### src/rtl/monitor_cluster_sequencer_if.sv
// monitor_cluster_sequencer_if: upstream trace-symbol handshake (valid/ready with last marker).
interface monitor_cluster_sequencer_if #(
    parameter int SYM_W = 8
);
    logic             sym_valid;
    logic [SYM_W-1:0] sym_data;
    logic             sym_last;
    logic             sym_ready;
    modport master (output sym_valid, sym_data, sym_last, input sym_ready);
    modport slave  (input sym_valid, sym_data, sym_last, output sym_ready);
endinterface

### src/rtl/monitor_cluster_sequencer.sv
// monitor_cluster_sequencer: clears, feeds and watches one monitor cluster; MON_SEQ_HALT_ON_VIOL_EN stops the stream on first violation.
module monitor_cluster_sequencer #(
    parameter int NUM_PROPS = 13,
    parameter int SYM_W     = 8,
    parameter int PIPE_LAT  = 2,
    parameter int RST_CYC   = 2,
    parameter int CNT_W     = 32
) (
    input  logic                         clk,
    input  logic                         reset,
    input  logic                         start,
    input  logic                         abort,
    monitor_cluster_sequencer_if.slave   sym,
    output logic                         mon_reset,
    output logic                         mon_run,
    output logic [SYM_W-1:0]             mon_symbols,
    input  logic [NUM_PROPS-1:0]         ltl_hits,
    output logic                         busy,
    output logic                         done,
    output logic [NUM_PROPS-1:0]         viol_sticky,
    output logic                         viol_any,
    output logic [$clog2(NUM_PROPS)-1:0] first_viol_idx,
    output logic [CNT_W-1:0]             first_viol_cnt,
    output logic [CNT_W-1:0]             sym_count
);
    localparam int IDX_W = $clog2(NUM_PROPS);
    localparam logic [7:0] CLR_LAST   = 8'(RST_CYC - 1);
    localparam logic [7:0] DRAIN_LAST = 8'(PIPE_LAT - 1);
    typedef enum logic [2:0] {IDLE, CLR, STREAM, DRAIN, DONE} state_t;
    state_t               state_q, state_d;
    logic [7:0]           cnt_q, cnt_d;
    logic                 mon_reset_q, mon_reset_d, mon_run_q, mon_run_d;
    logic [SYM_W-1:0]     mon_symbols_q, mon_symbols_d;
    logic [NUM_PROPS-1:0] viol_sticky_q, viol_sticky_d, sampled;
    logic [IDX_W-1:0]     first_idx_q, first_idx_d, low_idx;
    logic [CNT_W-1:0]     first_cnt_q, first_cnt_d, sym_count_q, sym_count_d;
    logic                 xfer, first_hit, halt, enter_clr;
    always_comb begin
        low_idx = '0;
        for (int i = NUM_PROPS - 1; i >= 0; i--) if (ltl_hits[i]) low_idx = IDX_W'(i);
        xfer      = sym.sym_valid && state_q == STREAM && !abort;
        sampled   = (state_q == STREAM || state_q == DRAIN) ? ltl_hits : '0;
        first_hit = |sampled && !(|viol_sticky_q);
`ifdef MON_SEQ_HALT_ON_VIOL_EN
        halt = first_hit && state_q == STREAM;
`else
        halt = 1'b0;
`endif
        state_d = state_q;
        if (abort) state_d = IDLE;
        else if ((state_q == IDLE || state_q == DONE) && start) state_d = CLR;
        else if (state_q == CLR && cnt_q == CLR_LAST) state_d = STREAM;
        else if (state_q == STREAM && ((xfer && sym.sym_last) || halt)) state_d = DRAIN;
        else if (state_q == DRAIN && cnt_q == DRAIN_LAST) state_d = DONE;
        // cnt times the CLR and DRAIN dwell; it restarts on every state change
        cnt_d         = state_d == state_q ? cnt_q + 8'd1 : 8'd0;
        enter_clr     = state_d == CLR && state_q != CLR;
        mon_reset_d   = abort || state_d == CLR;
        mon_run_d     = xfer;
        mon_symbols_d = xfer ? sym.sym_data : mon_symbols_q;
        sym_count_d   = enter_clr ? '0 : (xfer && !(&sym_count_q)) ? sym_count_q + CNT_W'(1) : sym_count_q;
        viol_sticky_d = enter_clr ? '0 : viol_sticky_q | sampled;
        first_idx_d   = enter_clr ? '0 : first_hit ? low_idx : first_idx_q;
        first_cnt_d   = enter_clr ? '0 : first_hit ? sym_count_q : first_cnt_q;
    end
    always_ff @(posedge clk) begin
        if (reset) begin
            state_q       <= IDLE;
            cnt_q         <= '0;
            mon_reset_q   <= 1'b0;
            mon_run_q     <= 1'b0;
            mon_symbols_q <= '0;
            viol_sticky_q <= '0;
            first_idx_q   <= '0;
            first_cnt_q   <= '0;
            sym_count_q   <= '0;
        end else begin
            state_q       <= state_d;
            cnt_q         <= cnt_d;
            mon_reset_q   <= mon_reset_d;
            mon_run_q     <= mon_run_d;
            mon_symbols_q <= mon_symbols_d;
            viol_sticky_q <= viol_sticky_d;
            first_idx_q   <= first_idx_d;
            first_cnt_q   <= first_cnt_d;
            sym_count_q   <= sym_count_d;
        end
    end
    assign sym.sym_ready   = state_q == STREAM;
    assign busy            = state_q == CLR || state_q == STREAM || state_q == DRAIN;
    assign done            = state_q == DONE;
    assign mon_reset       = mon_reset_q;
    assign mon_run         = mon_run_q;
    assign mon_symbols     = mon_symbols_q;
    assign viol_sticky     = viol_sticky_q;
    assign viol_any        = |viol_sticky_q;
    assign first_viol_idx  = first_idx_q;
    assign first_viol_cnt  = first_cnt_q;
    assign sym_count       = sym_count_q;
endmodule

### src/flat_wrapper.sv
// flat-port wrapper written by rule: the top's interface ports become plain ports
module monitor_cluster_sequencer_flat 
#(
    parameter int NUM_PROPS = 13,
    parameter int SYM_W     = 8,
    parameter int PIPE_LAT  = 2,
    parameter int RST_CYC   = 2,
    parameter int CNT_W     = 32
)
  (clk, reset, start, abort, mon_reset, mon_run, mon_symbols, ltl_hits, busy, done, viol_sticky, viol_any, first_viol_idx, first_viol_cnt, sym_count, sym_sym_valid, sym_sym_data, sym_sym_last, sym_sym_ready);
  monitor_cluster_sequencer_if #(.SYM_W(SYM_W)) sym_i ();
  input  logic clk;
  input  logic reset;
  input  logic start;
  input  logic abort;
  output logic mon_reset;
  output logic mon_run;
  output logic [SYM_W-1:0] mon_symbols;
  input  logic [NUM_PROPS-1:0] ltl_hits;
  output logic busy;
  output logic done;
  output logic [NUM_PROPS-1:0] viol_sticky;
  output logic viol_any;
  output logic [$clog2(NUM_PROPS)-1:0] first_viol_idx;
  output logic [CNT_W-1:0] first_viol_cnt;
  output logic [CNT_W-1:0] sym_count;
  input wire logic [$bits(sym_i.sym_valid)-1:0] sym_sym_valid;
  input wire logic [$bits(sym_i.sym_data)-1:0] sym_sym_data;
  input wire logic [$bits(sym_i.sym_last)-1:0] sym_sym_last;
  output wire logic [$bits(sym_i.sym_ready)-1:0] sym_sym_ready;
  assign sym_i.sym_valid = sym_sym_valid;
  assign sym_i.sym_data = sym_sym_data;
  assign sym_i.sym_last = sym_sym_last;
  assign sym_sym_ready = sym_i.sym_ready;
  monitor_cluster_sequencer #(.NUM_PROPS(NUM_PROPS), .SYM_W(SYM_W), .PIPE_LAT(PIPE_LAT), .RST_CYC(RST_CYC), .CNT_W(CNT_W)) u_core (.clk(clk), .reset(reset), .start(start), .abort(abort), .sym(sym_i), .mon_reset(mon_reset), .mon_run(mon_run), .mon_symbols(mon_symbols), .ltl_hits(ltl_hits), .busy(busy), .done(done), .viol_sticky(viol_sticky), .viol_any(viol_any), .first_viol_idx(first_viol_idx), .first_viol_cnt(first_viol_cnt), .sym_count(sym_count));
endmodule
### config.mk
export PLATFORM = sky130hd
export DESIGN_NAME = monitor_cluster_sequencer_flat
export DESIGN_NICKNAME = d
export VERILOG_FILES = /design/src/rtl/monitor_cluster_sequencer_if.sv /design/src/rtl/monitor_cluster_sequencer.sv /design/src/flat_wrapper.sv
export SDC_FILE = /design/constraint.sdc
export NUM_CORES = 1
export LEC_CHECK = 0
export ABC_AREA = 0
export CELL_PAD_IN_SITES_DETAIL_PLACEMENT = 1
export CELL_PAD_IN_SITES_GLOBAL_PLACEMENT = 1
export CORE_MARGIN = 10
export CORE_UTILIZATION = 37
export DETAILED_ROUTE_END_ITERATION = 8
export PLACE_DENSITY_LB_ADDON = 0.1
export SYNTH_ARGS = -nofsm -noshare
export SYNTH_HDL_FRONTEND = slang
export SYNTH_SLANG_ARGS = --single-unit
### constraint.sdc
create_clock -name clk -period 3.7 [get_ports clk]
set_input_delay 0.74 -clock clk [delete_from_list [all_inputs] [get_ports clk]]
set_output_delay 0.74 -clock clk [all_outputs]
set_load 0.01 [all_outputs]
==> results.cfg <==
[outcome]
status = complete, no violations

[layout]
fin_nets = 675
diodes = 0
drive_above_1_share_pct = 5.54
areaGrowthSynthToFinish_pct = 40.2
fin_util_pct = 52.7
fin_cells = 793

[setup_path]
critical_path_class = primary input to flop
required_ps = 3970
cp_slowest_cell = nor3_2
cp-end-kind = flop
cp.depth = 7
critical_path_arrival_ps = 3240
cp_max_fo = 18
r2r-start = u_core.viol_sticky[5]$_SDFF_PP0_
slowest_delay_ps = 830
worstSetupStartpoint = ltl_hits[4]
cp_num_buf_inv = 2
worstPathCellList = clkdlybuf4s50_1, nor4_1, and4_1, nor3_2, buf_4, o311ai_0, a21oi_1
r2r_end = u_core.first_viol_idx[1]$_SDFFE_PP0P_
crit_family = simple AND/OR/NAND/NOR gates
endpoint = u_core.first_viol_idx[1]$_SDFFE_PP0P_
r2r_slack_ps = 1000
rr_worst_depth = 6
crit_path_start_kind = primary input

[clock_network]
clk_pin_slew_ps = 70
cts_root_buf = clkbuf_16
numCtsBuffers = 9
clock_path_buffers = 2
cts_hold_buf = 0
clk_latency_ps = 340
cts_tree = done
htree_num_levels = 3
cts.sinks = 102
postCtsSetupRepairBufs = 0
cts_resized = 0

[synthesis]
synth.top_cell.area_share_pct = 47.9
yosysMostFrequentCell = nand2_1
ys.flop_type = dfxtp_1
synth.distinct_cells = 47
synth_edf_count = 0
synth_async_sr_flop_share_pct = 0
synth_commonest_cells = 103 x nand2_1, 102 x dfxtp_1, 85 x a21oi_1
yosysWarnings = 0
yosysSeqAreaShare_pct = 47.9
synth_nets = 565
synth_area_sq_um = 4260
synth_cells = 535
postSynthAreaPerCell_sq_um = 7.96
synth_area_leader_cell = dfxtp_1
synth.ff_latch_count = 102
netlist_top_cells_area = dfxtp_1 48%, a21oi_1 10%, nand2_1 9.1%, nor2_1 3.3%, o21ai_0 2.8%

[timing]
drv_slew = 0
rsz0062_at_grt = false
fin_crit_ps = 2970
setup-violations-final = 0
hold_viol = 0
fmax_mhz = 336
tightest_slew_ps = 1100
tns_ps = 0
skew_ps = 10.9
finalCritPeriodShare_pct = 80.4
slew_headroom_pct = 26.2

[global_route]
grt_pass1_wl_mm = 23.5
grt_max_degree = 82
grt_usage_pct = 17.4
antenna_found_initial = 0
globalRouteOverflowTotal = 0
grt_pass1_vias = 4606

[floorplan]
io_pins = 122
rows = 39
fp.dieH_microns = 127
core_area_sq_um = 11300
initial_core_util_pct = 37.6
dieWidth_microns = 127
die_area_sq_um = 16200

[power]
swShare_pct = 20.6
p_seq_share_pct = 48.0
power_switching_w = 0.000475
p_comb_share_pct = 4.6
p_leak_nw = 1.92
power_frac_clock_pct = 47.3
internal_power_w = 0.00183
powerDensity_nw_per_um2 = 387
peakVddDrop_mv = 0.207

[place]
hpwl_mm = 10.4
dp.cells = 777
place_congestion = 0.857
port-buffer-count = 121

[detailed_routing]
drt-vias-per-instance = 5.45
totalWireLength_mm = 14.2
antenna_left = 0
drtIter0Drc = 319
routedWlPerCell_microns = 17.9
drtPass1Iterations = 4
drcViolationCount = 0
num_vias = 4325

[flow_run]
drv_cap = 0

[worst_hold_path]
hp-class = flop to flop
hold_depth = 2
## stage by stage
stage / power, W / area [sq um] / hold slack, ps / setup WS (ps)
4_1_cts: 0.00233 / 5970 / 457 / 648
3_5_place_dp: 0.00124 / 5610 / 446 / 398
6_report: 0.00231 / 5970 / 452 / 727
2_1_floorplan: 0.00118 / 4260 / 453 / 1190
5_1_grt: 0.00239 / 5970 / 479 / 476
3_3_place_gp: 0.00124 / 5610 / 437 / 461
## cells in the final DEF (no fill, tap or decap), types with 6 or more instances in the layout
cell type and instances:
or4_1 8, nand3_1 22, o31ai_1 6, clkbuf_16 9, inv_1 12, o21ai_0 24, nand2_1 103, nand4_1 9
nor2_1 38, or3_1 19, buf_4 7, nor3_1 8, a21oi_1 85, clkdlybuf4s50_1 121, dfxtp_1 102, nor4_1 7
## worst reg2reg max path, cell delays in order (launching register included)
cell	delay (ps)
dfxtp_1	340
nor4_1	350
nand4_1	260
nor3_2	930
buf_4	400
o311ai_0	190
a21oi_1	170
## flip-flops by register name, summed over array words and instances (netlist names)
signal	count
u_core.viol_sticky	13
u_core.mon_reset	1
u_core.mon_run	1
u_core.sym_count	32
u_core.first_viol_idx	4
u_core.state_q	3
u_core.cnt_q	8
u_core.first_viol_cnt	32
u_core.mon_symbols	8
## area by class of cell
class | instances | area (sq um)
clock inverter | 2 | 60.1
tap | 143 | 179
sequential | 102 | 2040
timing repair buffer | 128 | 1260
multi-input combinational | 392 | 2090
inverter | 12 | 45.0
clock buffer | 14 | 294
fill | 1360 | 5350
## how the worst min path moves through the flow
stage | startpoint | end
after floorplan | u_core.cnt_q[0]$_SDFF_PP0_ | u_core.cnt_q[0]$_SDFF_PP0_
after global placement | u_core.first_viol_cnt[10]$_SDFFE_PP0P_ | u_core.first_viol_cnt[10]$_SDFFE_PP0P_
after detailed placement | u_core.first_viol_cnt[31]$_SDFFE_PP0P_ | u_core.first_viol_cnt[31]$_SDFFE_PP0P_
after CTS | u_core.first_viol_cnt[2]$_SDFFE_PP0P_ | u_core.first_viol_cnt[2]$_SDFFE_PP0P_
after global routing | u_core.first_viol_cnt[24]$_SDFFE_PP0P_ | u_core.first_viol_cnt[24]$_SDFFE_PP0P_
final | u_core.first_viol_cnt[2]$_SDFFE_PP0P_ | u_core.first_viol_cnt[2]$_SDFFE_PP0P_
## power by group through the flow
| stage | Clock (W) | Sequential (W) | Combinational, W |
|---|---|---|---|
| floorplan | 0 | 0.00113 | 0.0000508 |
| global route | 0.00117 | 0.00111 | 0.000117 |
| detailed placement | 0 | 0.00113 | 0.000106 |
| finish | 0.00109 | 0.00111 | 0.000107 |
| global placement | 0 | 0.00113 | 0.000105 |
| CTS | 0.00112 | 0.00111 | 0.000107 |
## per-layer routing
layer	global-route usage, %	wire length, microns	vias up
met4	5.22	189	0
met1	19.5	5990	2110
met2	29.9	7000	95
met3	6.33	994	13
li1	-	-	2107
met5	0	0	-
## kinds of logic after synthesis
logic type | Yosys count | share of synthesized area (%)
simple gates | 246 | 28.3
xor+xnor | 8 | 1.65
buf+inv | 41 | 3.64
flops | 102 | 47.9
compound gates | 135 | 17.6
fa+ha+maj | 3 | 0.881
Note: power is estimated with default switching activity, not from simulation.
